`src/rtl/dbus_uncached.sv`:
```
// dbus_uncached: uncached data-bus responder between the execute/writeback
// stages and an SRAM-like external bus.
//
// Stores are posted into a small in-order circular write buffer and are
// acknowledged in the same cycle unless the buffer is full. Loads are issued
// as a single outstanding bus transaction, only once the buffer has fully
// drained. This keeps every load ordered behind all earlier stores.
//
// Ports:
//   clk, rst                 clock, synchronous active-low reset (0 = reset)
//   dcache_req_read/write    load / store request (never both at once)
//   dcache_req_paddr/be      physical byte address and byte enables
//   dcache_req_wrdata        store data
//   dbus_ready               store accepted / load data valid this cycle
//   dcache_resp_rddata       returned load data (registered)
//   bus_req/wr/be/addr/wdata external bus request (word-aligned address)
//   bus_addr_ok/data_ok      external address / data phase handshakes
//   bus_rdata                external read data, valid with bus_data_ok
module dbus_uncached #(
    parameter int WBUF_DEPTH = 4
) (
    input  logic        clk,
    input  logic        rst,
    input  logic        dcache_req_read,
    input  logic        dcache_req_write,
    input  logic [31:0] dcache_req_paddr,
    input  logic [3:0]  dcache_req_be,
    input  logic [31:0] dcache_req_wrdata,
    output logic        dbus_ready,
    output logic [31:0] dcache_resp_rddata,
    output logic        bus_req,
    output logic        bus_wr,
    output logic [3:0]  bus_be,
    output logic [31:0] bus_addr,
    output logic [31:0] bus_wdata,
    input  logic        bus_addr_ok,
    input  logic        bus_data_ok,
    input  logic [31:0] bus_rdata
);

    localparam int PTR_W = $clog2(WBUF_DEPTH);
    localparam int CNT_W = PTR_W + 1;

    typedef enum logic [2:0] {
        S_IDLE,
        S_W_ADDR,
        S_W_DATA,
        S_R_ADDR,
        S_R_DATA,
        S_R_DONE
    } state_t;

    state_t             state_q, state_d;
    logic [CNT_W-1:0]   count_q, count_d;
    logic [PTR_W-1:0]   head_q, head_d;
    logic [PTR_W-1:0]   tail_q, tail_d;
    logic [31:0]        rddata_q, rddata_d;
    logic [31:0]        rd_addr_q, rd_addr_d;
    logic [3:0]         rd_be_q, rd_be_d;

    // Write-buffer storage; contents are only meaningful between head and tail.
    logic [31:0]        wb_addr_q [WBUF_DEPTH];
    logic [31:0]        wb_addr_d [WBUF_DEPTH];
    logic [3:0]         wb_be_q   [WBUF_DEPTH];
    logic [3:0]         wb_be_d   [WBUF_DEPTH];
    logic [31:0]        wb_data_q [WBUF_DEPTH];
    logic [31:0]        wb_data_d [WBUF_DEPTH];

    logic        full;
    logic        push;
    logic        pop;
    logic [31:0] word_addr;

    assign word_addr = dcache_req_paddr & 32'hFFFF_FFFC;
    // Fullness uses the registered count only, so a pop in the same cycle
    // never makes room for a push.
    assign full = (count_q == CNT_W'(WBUF_DEPTH));
    assign push = rst && dcache_req_write && !full;
    assign pop  = ((state_q == S_W_ADDR) && bus_addr_ok && bus_data_ok) ||
                  ((state_q == S_W_DATA) && bus_data_ok);

    always_comb begin
        state_d   = state_q;
        count_d   = count_q + CNT_W'(push) - CNT_W'(pop);
        head_d    = pop  ? head_q + PTR_W'(1) : head_q;
        tail_d    = push ? tail_q + PTR_W'(1) : tail_q;
        rddata_d  = rddata_q;
        rd_addr_d = rd_addr_q;
        rd_be_d   = rd_be_q;
        wb_addr_d = wb_addr_q;
        wb_be_d   = wb_be_q;
        wb_data_d = wb_data_q;

        if (push) begin
            wb_addr_d[tail_q] = word_addr;
            wb_be_d[tail_q]   = dcache_req_be;
            wb_data_d[tail_q] = dcache_req_wrdata;
        end

        unique case (state_q)
            S_IDLE: begin
                // A store being pushed this cycle already counts as buffered,
                // so its bus request appears on the very next cycle.
                if (count_q != '0 || push) begin
                    state_d = S_W_ADDR;
                end else if (dcache_req_read) begin
                    state_d   = S_R_ADDR;
                    rd_addr_d = word_addr;
                    rd_be_d   = dcache_req_be;
                end
            end
            S_W_ADDR: begin
                if (bus_addr_ok && bus_data_ok) state_d = S_IDLE;
                else if (bus_addr_ok)           state_d = S_W_DATA;
            end
            S_W_DATA: begin
                if (bus_data_ok) state_d = S_IDLE;
            end
            S_R_ADDR: begin
                if (bus_addr_ok && bus_data_ok) begin
                    state_d  = S_R_DONE;
                    rddata_d = bus_rdata;
                end else if (bus_addr_ok) begin
                    state_d = S_R_DATA;
                end
            end
            S_R_DATA: begin
                if (bus_data_ok) begin
                    state_d  = S_R_DONE;
                    rddata_d = bus_rdata;
                end
            end
            S_R_DONE: state_d = S_IDLE;
            default:  state_d = S_IDLE;
        endcase
    end

    always_comb begin
        bus_req   = 1'b0;
        bus_wr    = 1'b0;
        bus_be    = 4'b0;
        bus_addr  = 32'b0;
        bus_wdata = 32'b0;
        if (rst) begin
            if (state_q == S_W_ADDR) begin
                bus_req   = 1'b1;
                bus_wr    = 1'b1;
                bus_be    = wb_be_q[head_q];
                bus_addr  = wb_addr_q[head_q];
                bus_wdata = wb_data_q[head_q];
            end else if (state_q == S_R_ADDR) begin
                bus_req  = 1'b1;
                bus_be   = rd_be_q;
                bus_addr = rd_addr_q;
            end
        end
    end

    always_comb begin
        dbus_ready = 1'b0;
        if (rst) begin
            if (dcache_req_write)     dbus_ready = !full;
            else if (dcache_req_read) dbus_ready = (state_q == S_R_DONE);
            else                      dbus_ready = 1'b1;
        end
    end

    assign dcache_resp_rddata = rddata_q;

    always_ff @(posedge clk) begin
        if (!rst) begin
            state_q   <= S_IDLE;
            count_q   <= '0;
            head_q    <= '0;
            tail_q    <= '0;
            rddata_q  <= 32'b0;
            rd_addr_q <= 32'b0;
            rd_be_q   <= 4'b0;
        end else begin
            state_q   <= state_d;
            count_q   <= count_d;
            head_q    <= head_d;
            tail_q    <= tail_d;
            rddata_q  <= rddata_d;
            rd_addr_q <= rd_addr_d;
            rd_be_q   <= rd_be_d;
        end
    end

    // Buffer storage carries no reset; head/tail/count define what is valid.
    always_ff @(posedge clk) begin
        wb_addr_q <= wb_addr_d;
        wb_be_q   <= wb_be_d;
        wb_data_q <= wb_data_d;
    end

endmodule
```
`config.mk`:
```
export PLATFORM = sky130hd
export DESIGN_NAME = dbus_uncached
export DESIGN_NICKNAME = d
export VERILOG_FILES = /design/src/rtl/dbus_uncached.sv
export SDC_FILE = /design/constraint.sdc
export NUM_CORES = 1
export LEC_CHECK = 0
export BUFFER_PORTS_ARGS = -buffer_cell sky130_fd_sc_hd__buf_2
export CAP_MARGIN = 20
export CORE_ASPECT_RATIO = 1.1
export CORE_MARGIN = 2
export CORE_UTILIZATION = 61
export CTS_CLUSTER_DIAMETER = 30
export DETAILED_ROUTE_END_ITERATION = 10
export GPL_ROUTABILITY_DRIVEN = 0
export PLACE_DENSITY = 0.82
export SETUP_SLACK_MARGIN = 0.2
export SLEW_MARGIN = 25
export SYNTH_ARGS = -nofsm -noshare
export SYNTH_HDL_FRONTEND = slang
export SYNTH_SLANG_ARGS = --single-unit
```
`constraint.sdc`:
```
create_clock -name clk -period 5.23 [get_ports clk]
set_clock_uncertainty 0.1 [all_clocks]
set_input_delay 1.3075 -clock clk [delete_from_list [all_inputs] [get_ports clk]]
set_output_delay 1.3075 -clock clk [all_outputs]
set_load 0.005 [all_outputs]
```
==> flow_summary.json, run 1 <==
{
  "grt_pass1_vias": 8201,
  "clk-insertion-delay-late_ps": 530,
  "cp_top_family": "simple AND/OR/NAND/NOR gates",
  "async_flop_share_pct": 0,
  "ant_nets": 0,
  "ff2ff_path_depth": 10,
  "synth_top_family_by_area": "multiplexers",
  "met2_wirelength_mm": 14.2,
  "synth-seq-cells": 340,
  "setup_viol": 0,
  "hold_path.class": "reg -> reg",
  "cap_viol_max_count": 0,
  "hold_end": "tail_q[1]$_SDFFE_PN0P_",
  "vias_per_cell": 5.61,
  "reg2reg_slack_ps": 2760,
  "m1WireLength_mm": 10.7,
  "drt_wl_total_mm": 27.5,
  "root_buffer": "clkbuf_16",
  "start_util_pct": 61.5,
  "synth_top_area_share_pct": 58.9,
  "yosysSeqAreaShare_pct": 70.2,
  "fp.dieW_um": 146,
  "cp_max_fo": 22,
  "synth-main-ff-cell": "edfxtp_1",
  "crit_chain": "and2b_1 > nand2b_1 > buf_4 > nand2_1 > a21oi_1 > buf_2",
  "r2r_start": "count_q[1]$_SDFF_PN0_",
  "vias": 7574,
  "gr-total-overflow": 0,
  "hpwlAfterDp_mm": 15.0,
  "io_buffers": 204,
  "yosysUniqueCellTypes": 40,
  "core_area_um2": 21900,
  "die_y_um": 160,
  "worstPathArrival_ps": 2770,
  "synth_compound_area_share_pct": 2.03,
  "gr-usage-all-layers_pct": 23.8,
  "outcome": "complete, no violations",
  "path_clk_slew_ps": 50,
  "yosys_warnings": 0,
  "ir_worst_vdd_uv": 307,
  "yosysTopAreaCell": "edfxtp_1",
  "worst_pin_slew_ps": 1020,
  "yosysMostFrequentCell": "edfxtp_1",
  "synth_common_cells": "264 x edfxtp_1, 77 x nand2_1, 76 x dfxtp_1",
  "path_buf_inv": 2,
  "slew_headroom_pct": 31.8,
  "area_delta_synth_final_pct": 22.6,
  "syn_avg_cell_area_um2": 17.0,
  "nets": 1125,
  "power.density_nw_per_um2": 474,
  "postCtsSetupRepairBufs": 0,
  "tns_ps": 0,
  "wl_per_cell_um": 20.4,
  "synth_xor_area_share_pct": 0.260,
  "layout-drive-gt1-share_pct": 36.2,
  "ios": 209,
  "grt_max_degree": 79,
  "synth_area_um2": 13500,
  "route.detailed.drc": 0,
  "dr.pass1.iters": 5,
  "ctsHoldBuffers": 0,
  "fin_crit_sh_pct": 79.9,
  "ys_top_cells_by_area": "edfxtp_1 59%, dfxtp_1 11%, mux4_2 11%",
  "critPathLaunchType": "flip-flop",
  "hold_start": "tail_q[1]$_SDFFE_PN0P_",
  "drt_first_iter_violations": 531,
  "cts_tree": "done",
  "cp.required_ps": 3820,
  "cts_made_buffers": 49,
  "max_stage_delay_ps": 570,
  "hold_viol": 0,
  "routed.top_layer": "met4",
  "synth-simple-area-share_pct": 8.29,
  "period_minus_slack_ps": 4180,
  "synth-adder-area-share_pct": 0.706,
  "p_leak_nw": 6.36,
  "rsz0062_at_grt": "false",
  "htreeDepth": 2,
  "critPathSlowestCell": "dfxtp_1",
  "ctsResizeCount": 0,
  "synth_cells": 794,
  "hold_depth": 2,
  "power_mw": 7.83,
  "reg2reg_to": "count_q[2]$_SDFF_PN0_",
  "cts_sinks": 340,
  "slew_violations": 0,
  "end_kind": "output port",
  "clockBufferDepth": 3,
  "grt_first_pass_wirelength_mm": 43.2,
  "muxShareOfSynthArea_pct": 16.0,
  "crit_type": "reg -> out",
  "fmax_mhz": 239,
  "synth_edf_count": 264,
  "die_area_um2": 23300,
  "met3_length_mm": 1.74,
  "std_cell_rows": 57,
  "antenna_found_initial": 3
}
layer usage:
metal,global-route usage [%],vias up
li1,-,3430
met5,0,-
met3,4.54,68
met4,8.82,0
met1,29.5,3770
met2,41.7,306
cell usage in the layout, fill, tap and decap left out, types with 6 or more instances in the layout:
cell type | synthesis | final
clkinvlp_4 | 0 | 7
inv_6 | 0 | 6
a21oi_1 | 35 | 35
nand2_1 | 77 | 77
and2_1 | 40 | 36
buf_2 | 21 | 204
edfxtp_1 | 264 | 264
mux2i_1 | 67 | 67
clkbuf_16 | 0 | 53
ha_1 | 6 | 6
buf_4 | 4 | 7
bufinv_16 | 0 | 6
dfxtp_1 | 76 | 74
nor2b_1 | 67 | 67
mux4_2 | 66 | 66
inv_1 | 8 | 8
worst max-delay path by stage:
stage,endpoint,slack (ps),cells after the start,startpoint
global placement,bus_wdata[27],1280,6,rst
CTS,bus_addr[5],1000,6,state_q[2]$_SDFFE_PN0P_
global route,bus_addr[5],850,6,state_q[2]$_SDFFE_PN0P_
floorplan,wb_addr_q[100]$_DFFE_PP_,1290,4,rst
detailed placement,bus_wdata[23],1290,6,rst
finish,bus_addr[5],1050,6,state_q[2]$_SDFFE_PN0P_
where the power goes:
part	leakage, nW	switching, mW	internal [mW]
logic	2.51	0.606	0.584
clock network	0.834	1.21	2.17
registers	3.01	0.156	3.10
sequential cells by signal, summed over array words and instances (netlist names):
register,count
wb_data_q,128
wb_addr_q,120
dcache_resp_rddata,32
rd_addr_q,30
wb_be_q,16
rd_be_q,4
count_q,3
state_q,3
head_q,2
tail_q,2
cell type report:
type	instances	area [um^2]
Sequential cell	340	9460
Fill cell	1279	5390
Multi-Input combinational cell	396	3700
Clock buffer	57	1350
Timing Repair Buffer	216	1200
Clock inverter	34	388
Tap cell	295	369
Inverter	9	33.8
Antenna cell	3	7.51
per-stage QoR:
step	instance area [um^2]	hold WS (ps)	setup slack [ps]	util, %	std cells
finish	16500	414	1050	75.4	1350
global placement	14700	382	1280	66.9	1252
CTS	16400	406	1000	74.9	1343
floorplan	13500	361	1290	-	795
detailed placement	14700	392	1290	66.9	1252
global route	16500	450	849	75.4	1348
worst reg2reg max path: stages, from the launching register on:
cell and delay, ps:
dfxtp_1 450, nor2_1 100, a21oi_2 410, inv_1 90
ha_1 300, inv_1 50, ha_1 130, inv_1 50
fa_1 400, xnor2_1 130, and2_1 150
kinds of logic after synthesis:
kind of cell | after synthesis
XOR/XNOR | 4
AND/OR/NAND/NOR | 204
flip-flops | 340
AO/OA/AOI/OAI | 46
other | 1
multiplexers | 133
buffers and inverters | 59
adder cells (fa/ha/maj) | 7
Note: power is estimated with default switching activity, not from simulation.
==> run 2: changes to the inputs <==
Settings changed: CORE_UTILIZATION 61 to 56, PLACE_DENSITY 0.82 to 0.76.
Clock period 5.23 ns to 4.2 ns, I/O delays scaled along.
==> flow_summary.json, run 2 (same netlist as run 1, synthesis figures left out) <==
{
  "period_minus_slack_ps": 3580,
  "ctsHoldBuffers": 0,
  "largest_register_ffs": 128,
  "cts_sinks": 340,
  "fin_crit_sh_pct": 85.1,
  "cp_max_fo": 34,
  "gr-total-overflow": 0,
  "critPathSlowestCell": "dfxtp_1",
  "cts_made_buffers": 57,
  "slew_headroom_pct": 53.7,
  "outcome": "complete, no violations",
  "path_buf_inv": 2,
  "nets": 1139,
  "antenna_found_initial": 5,
  "layout_common_cells": "264 x edfxtp_1, 204 x buf_2, 77 x nand2_1, 74 x dfxtp_1",
  "hold_viol": 0,
  "die_area_um2": 25300,
  "power_mw": 9.75,
  "std_cell_rows": 59,
  "hpwlAfterDp_mm": 15.8,
  "fmax_mhz": 280,
  "vias": 7512,
  "ctsResizeCount": 0,
  "slew_violations": 0,
  "grt_max_degree": 74,
  "power.density_nw_per_um2": 587,
  "drt_first_iter_violations": 507,
  "gr-usage-all-layers_pct": 21.9,
  "clockBufferDepth": 3,
  "ant_nets": 0,
  "ir_worst_vdd_uv": 442,
  "grt_first_pass_wirelength_mm": 43.7,
  "drt_wl_total_mm": 27.5,
  "regMostFlops": "wb_data_q",
  "vias_per_cell": 5.45,
  "rsz0062_at_grt": "false",
  "crit_type": "reg -> out",
  "htreeDepth": 2,
  "grt_pass1_vias": 8257,
  "path_clk_slew_ps": 50,
  "layout_commonest_cell": "edfxtp_1",
  "fp.dieW_um": 152,
  "ios": 209,
  "setup_viol": 0,
  "worst_pin_slew_ps": 694,
  "cp.required_ps": 3050,
  "root_buffer": "clkbuf_16",
  "postCtsSetupRepairBufs": 0,
  "hold_path.class": "reg -> reg",
  "p_leak_nw": 6.42,
  "critPathLaunchType": "flip-flop",
  "end_kind": "output port",
  "cp_top_family": "buffers and inverters",
  "die_y_um": 167,
  "area_delta_synth_final_pct": 23.2,
  "layout-drive-gt1-share_pct": 36.2,
  "route.detailed.drc": 0,
  "crit_chain": "and2b_1 > nand2b_1 > buf_4 > nand2_1 > a21oi_1 > buf_2",
  "cts_tree": "done",
  "wl_per_cell_um": 20.0,
  "clk-insertion-delay-late_ps": 540,
  "start_util_pct": 57.0,
  "worstPathArrival_ps": 2430,
  "dr.pass1.iters": 5,
  "io_buffers": 204,
  "tns_ps": 0,
  "core_area_um2": 23600,
  "max_stage_delay_ps": 560,
  "cap_viol_max_count": 0
}
-- run 2: changes by cell type in the layout (fill, tap and decap cells not counted), sizes merged --
cell,delta
buf,+6
bufinv,-6
clkbuf,+20
clkinv,+6
clkinvlp,-4
inv,-3
-- run 2: through the flow --
stage | hold WS [ps] | area, um^2 | cells | setup slack (ps) | util, %
3_5_place_dp | 390 | 14800 | 1272 | 850 | 62.6
3_3_place_gp | 379 | 14800 | 1272 | 855 | 62.6
4_1_cts | 396 | 16600 | 1376 | 593 | 70.2
2_1_floorplan | 361 | 13500 | 795 | 514 | -
6_report | 394 | 16600 | 1379 | 624 | 70.2
5_1_grt | 433 | 16600 | 1379 | 487 | 70.2
-- run 2: per-layer routing --
layer / global-route usage, % / routed length [um]
met5: 0 / 16
met4: 6.58 / 664
met3: 5.02 / 1880
met2: 39.2 / 14300
met1: 26.7 / 10700
-- run 2: worst min-delay path: cells and delay by family (launching register included) --
family | cells | cell delay [ps]
AO/OA/AOI/OAI | 1 | 50
AND/OR/NAND/NOR | 1 | 70
flip-flops | 1 | 330
-- run 2: path summary, 6_finish.rpt --
| check | startpoint | endpoint | slack, ps | cells past startpoint |
|---|---|---|---|---|
| max | state_q[2]$_SDFFE_PN0P_ | bus_addr[11] | 620 | 6 |
| min | tail_q[1]$_SDFFE_PN0P_ | tail_q[1]$_SDFFE_PN0P_ | 390 | 2 |
| max reg2reg | count_q[1]$_SDFF_PN0_ | count_q[2]$_SDFF_PN0_ | 1720 | 10 |
| min reg2reg | tail_q[1]$_SDFFE_PN0P_ | tail_q[1]$_SDFFE_PN0P_ | 390 | 2 |
-- run 2: area by class of cell --
cell class                 count  area [um^2]
timing repair buffer         222         1220
antenna                        3         7.51
tap                          305          382
inverter                       9         33.8
clock buffer                  77         1590
fill                        1545         7030
clock inverter                27          211
sequential                   340         9460
multi-input combinational    396         3700
-- run 2: power by group --
group / total (mW) / internal (mW) / leakage, nW / switching, mW
combinational: 1.55 / 0.729 / 2.53 / 0.821
sequential: 4.00 / 3.87 / 3.01 / 0.128
clock: 4.20 / 2.66 / 0.876 / 1.54
total: 9.75 / 7.26 / 6.42 / 2.49
==> run 3: changes to the inputs <==
Settings changed: ABC_AREA set to 1, CORE_UTILIZATION 56 to 57, PLACE_DENSITY 0.76 to 0.77.
==> flow_summary.json, run 3 <==
{
  "seqCellArea_um2": 9450,
  "hold_depth": 2,
  "synth_cells": 1255,
  "largest_register_ffs": 128,
  "synth_area_um2": 13600,
  "fin_crit_sh_pct": 85.4,
  "yosysTopAreaCell": "edfxtp_1",
  "reg2reg_to": "count_q[2]$_SDFF_PN0_",
  "layout_common_cells": "264 x edfxtp_1, 212 x nand2_1, 210 x nor2_1, 204 x buf_2, 133 x o21ai_0",
  "async_flop_share_pct": 0,
  "fp.dieW_um": 152,
  "cts_tree": "done",
  "reg2reg_slack_ps": 1570,
  "route.detailed.drc": 0,
  "power_mw": 10.4,
  "ir_worst_vdd_uv": 394,
  "htreeDepth": 2,
  "layout-drive-gt1-share_pct": 23.5,
  "endpoint": "bus_addr[4]",
  "die_area_um2": 25200,
  "syn_avg_cell_area_um2": 10.9,
  "std_cell_rows": 59,
  "root_buffer": "clkbuf_16",
  "cap_viol_max_count": 0,
  "worst_pin_slew_ps": 818,
  "vias_per_cell": 5.49,
  "r2r_start": "state_q[1]$_SDFFE_PN0P_",
  "clockBufferDepth": 3,
  "ctsHoldBuffers": 0,
  "gr-total-overflow": 0,
  "yosys_warnings": 0,
  "gr-usage-all-layers_pct": 25.1,
  "drt_wl_total_mm": 32.1,
  "slew_headroom_pct": 45.5,
  "worstPathArrival_ps": 2440,
  "ant_nets": 0,
  "cts_made_buffers": 55,
  "cp_max_fo": 72,
  "synth_common_cells": "264 x edfxtp_1, 214 x nor2_1, 212 x nand2_1",
  "grt_first_pass_wirelength_mm": 49.7,
  "path_clk_slew_ps": 50,
  "startpoint": "head_q[0]$_SDFFE_PN0N_",
  "synth-seq-cells": 340,
  "yosysUniqueCellTypes": 31,
  "p_leak_nw": 6.43,
  "start_util_pct": 57.8,
  "die_y_um": 166,
  "wl_per_cell_um": 17.7,
  "outcome": "complete, no violations",
  "grt_use_met1_pct": 32.5,
  "yosysSeqAreaShare_pct": 69.2,
  "nets": 1572,
  "period_minus_slack_ps": 3590,
  "crit_type": "reg -> out",
  "power.density_nw_per_um2": 621,
  "worst_slack_ps": 614,
  "busiest_layer": "met2",
  "fill_cells": 1654,
  "fmax_mhz": 279,
  "postCtsSetupRepairBufs": 0,
  "synth-main-ff-cell": "edfxtp_1",
  "synth_edf_count": 264,
  "dr.pass1.iters": 7,
  "regMostFlops": "wb_data_q",
  "layout_commonest_cell": "edfxtp_1",
  "clk-insertion-delay-late_ps": 540,
  "cp.required_ps": 3050,
  "ios": 209,
  "end_kind": "output port",
  "use_met2_pct": 42.7,
  "synth_top_area_share_pct": 58.1,
  "ff2ff_path_depth": 13,
  "ctsResizeCount": 0,
  "grtUsageMet3_pct": 4.81,
  "setup_viol": 0,
  "vias": 9952,
  "slew_violations": 0,
  "grt_max_degree": 73,
  "hold_viol": 0,
  "grt_pass1_vias": 9760,
  "hpwlAfterDp_mm": 17.3,
  "io_buffers": 204,
  "ys_top_cells_by_area": "edfxtp_1 58%, dfxtp_1 11%, nor2_1 5.9%",
  "multi_input_area_um2": 3670,
  "rsz0062_at_grt": "false",
  "critPathLaunchType": "flip-flop",
  "core_area_um2": 23600,
  "drt_first_iter_violations": 718,
  "area_delta_synth_final_pct": 22.4,
  "post-route-util_pct": 70.7,
  "cts_sinks": 340,
  "hold_slack_ps": 354,
  "tns_ps": 0,
  "yosysMostFrequentCell": "edfxtp_1",
  "place_ws_ps": 646,
  "antenna_found_initial": 5,
  "hold_path.class": "reg -> reg"
}
==> run 3: cell types whose count changed after synthesis, sizes merged, moves of 69 or more <==
cell,previous run,this run
o21ai,2,137
nand3,2,77
a21oi,36,105
nor2,3,220
nand2,78,218
==> run 3: logic make-up after synthesis <==
kind of cell	Yosys count	synth area share, %
fa+ha+maj	7	0.697
other cells	1	0.0275
xor+xnor	2	0.128
compound gates	244	9.14
simple gates	552	16.6
buf+inv	109	4.13
flops	340	69.2
==> run 3: layout make-up <==
class                           instances  share of cell area, %
Antenna cell                            3                 0.0449
Multi-Input combinational cell        807                   22.0
Inverter                               26                  0.607
Sequential cell                       340                   56.6
Clock inverter                         37                   2.31
Tap cell                              305                   2.28
Timing Repair Buffer                  229                   7.31
Clock buffer                           66                   8.90
==> run 3: routing by layer <==
metal,vias up,wire (um)
li1,4769,-
met5,-,28
met2,440,16000
met1,4682,12800
met3,57,2640
met4,4,646
==> run 3: worst min path at each step <==
| stage | from | endpoint | slack (ps) |
|---|---|---|---|
| floorplan | rd_addr_q[21]$_SDFFE_PN0P_ | rd_addr_q[21]$_SDFFE_PN0P_ | 350 |
| global placement | dcache_resp_rddata[20]$_SDFFE_PN0P_ | dcache_resp_rddata[20]$_SDFFE_PN0P_ | 350 |
| detailed placement | dcache_resp_rddata[29]$_SDFFE_PN0P_ | dcache_resp_rddata[29]$_SDFFE_PN0P_ | 350 |
| CTS | dcache_resp_rddata[29]$_SDFFE_PN0P_ | dcache_resp_rddata[29]$_SDFFE_PN0P_ | 360 |
| global route | dcache_resp_rddata[24]$_SDFFE_PN0P_ | dcache_resp_rddata[24]$_SDFFE_PN0P_ | 380 |
| finish | dcache_resp_rddata[29]$_SDFFE_PN0P_ | dcache_resp_rddata[29]$_SDFFE_PN0P_ | 350 |
==> run 3: critical path: stages (launching register included) <==
cell	delay (ps)
dfxtp_4	370
buf_4	630
nand2_1	120
nand3_1	120
a21oi_1	70
nor3_1	370
buf_2	200
==> run 3: metrics by stage <==
stage / instances / instance area, um^2
after floorplan: 1256 / 13600
after global placement: 1707 / 14800
after detailed placement: 1707 / 14800
after CTS: 1810 / 16700
after global routing: 1813 / 16700
final: 1813 / 16700
==> run 3: where the power goes <==
part | switching (mW) | internal (mW) | total (mW)
Clock | 1.53 | 2.90 | 4.43
Sequential | 0.130 | 3.92 | 4.05
Combinational | 1.28 | 0.604 | 1.89
Total | 2.95 | 7.42 | 10.4
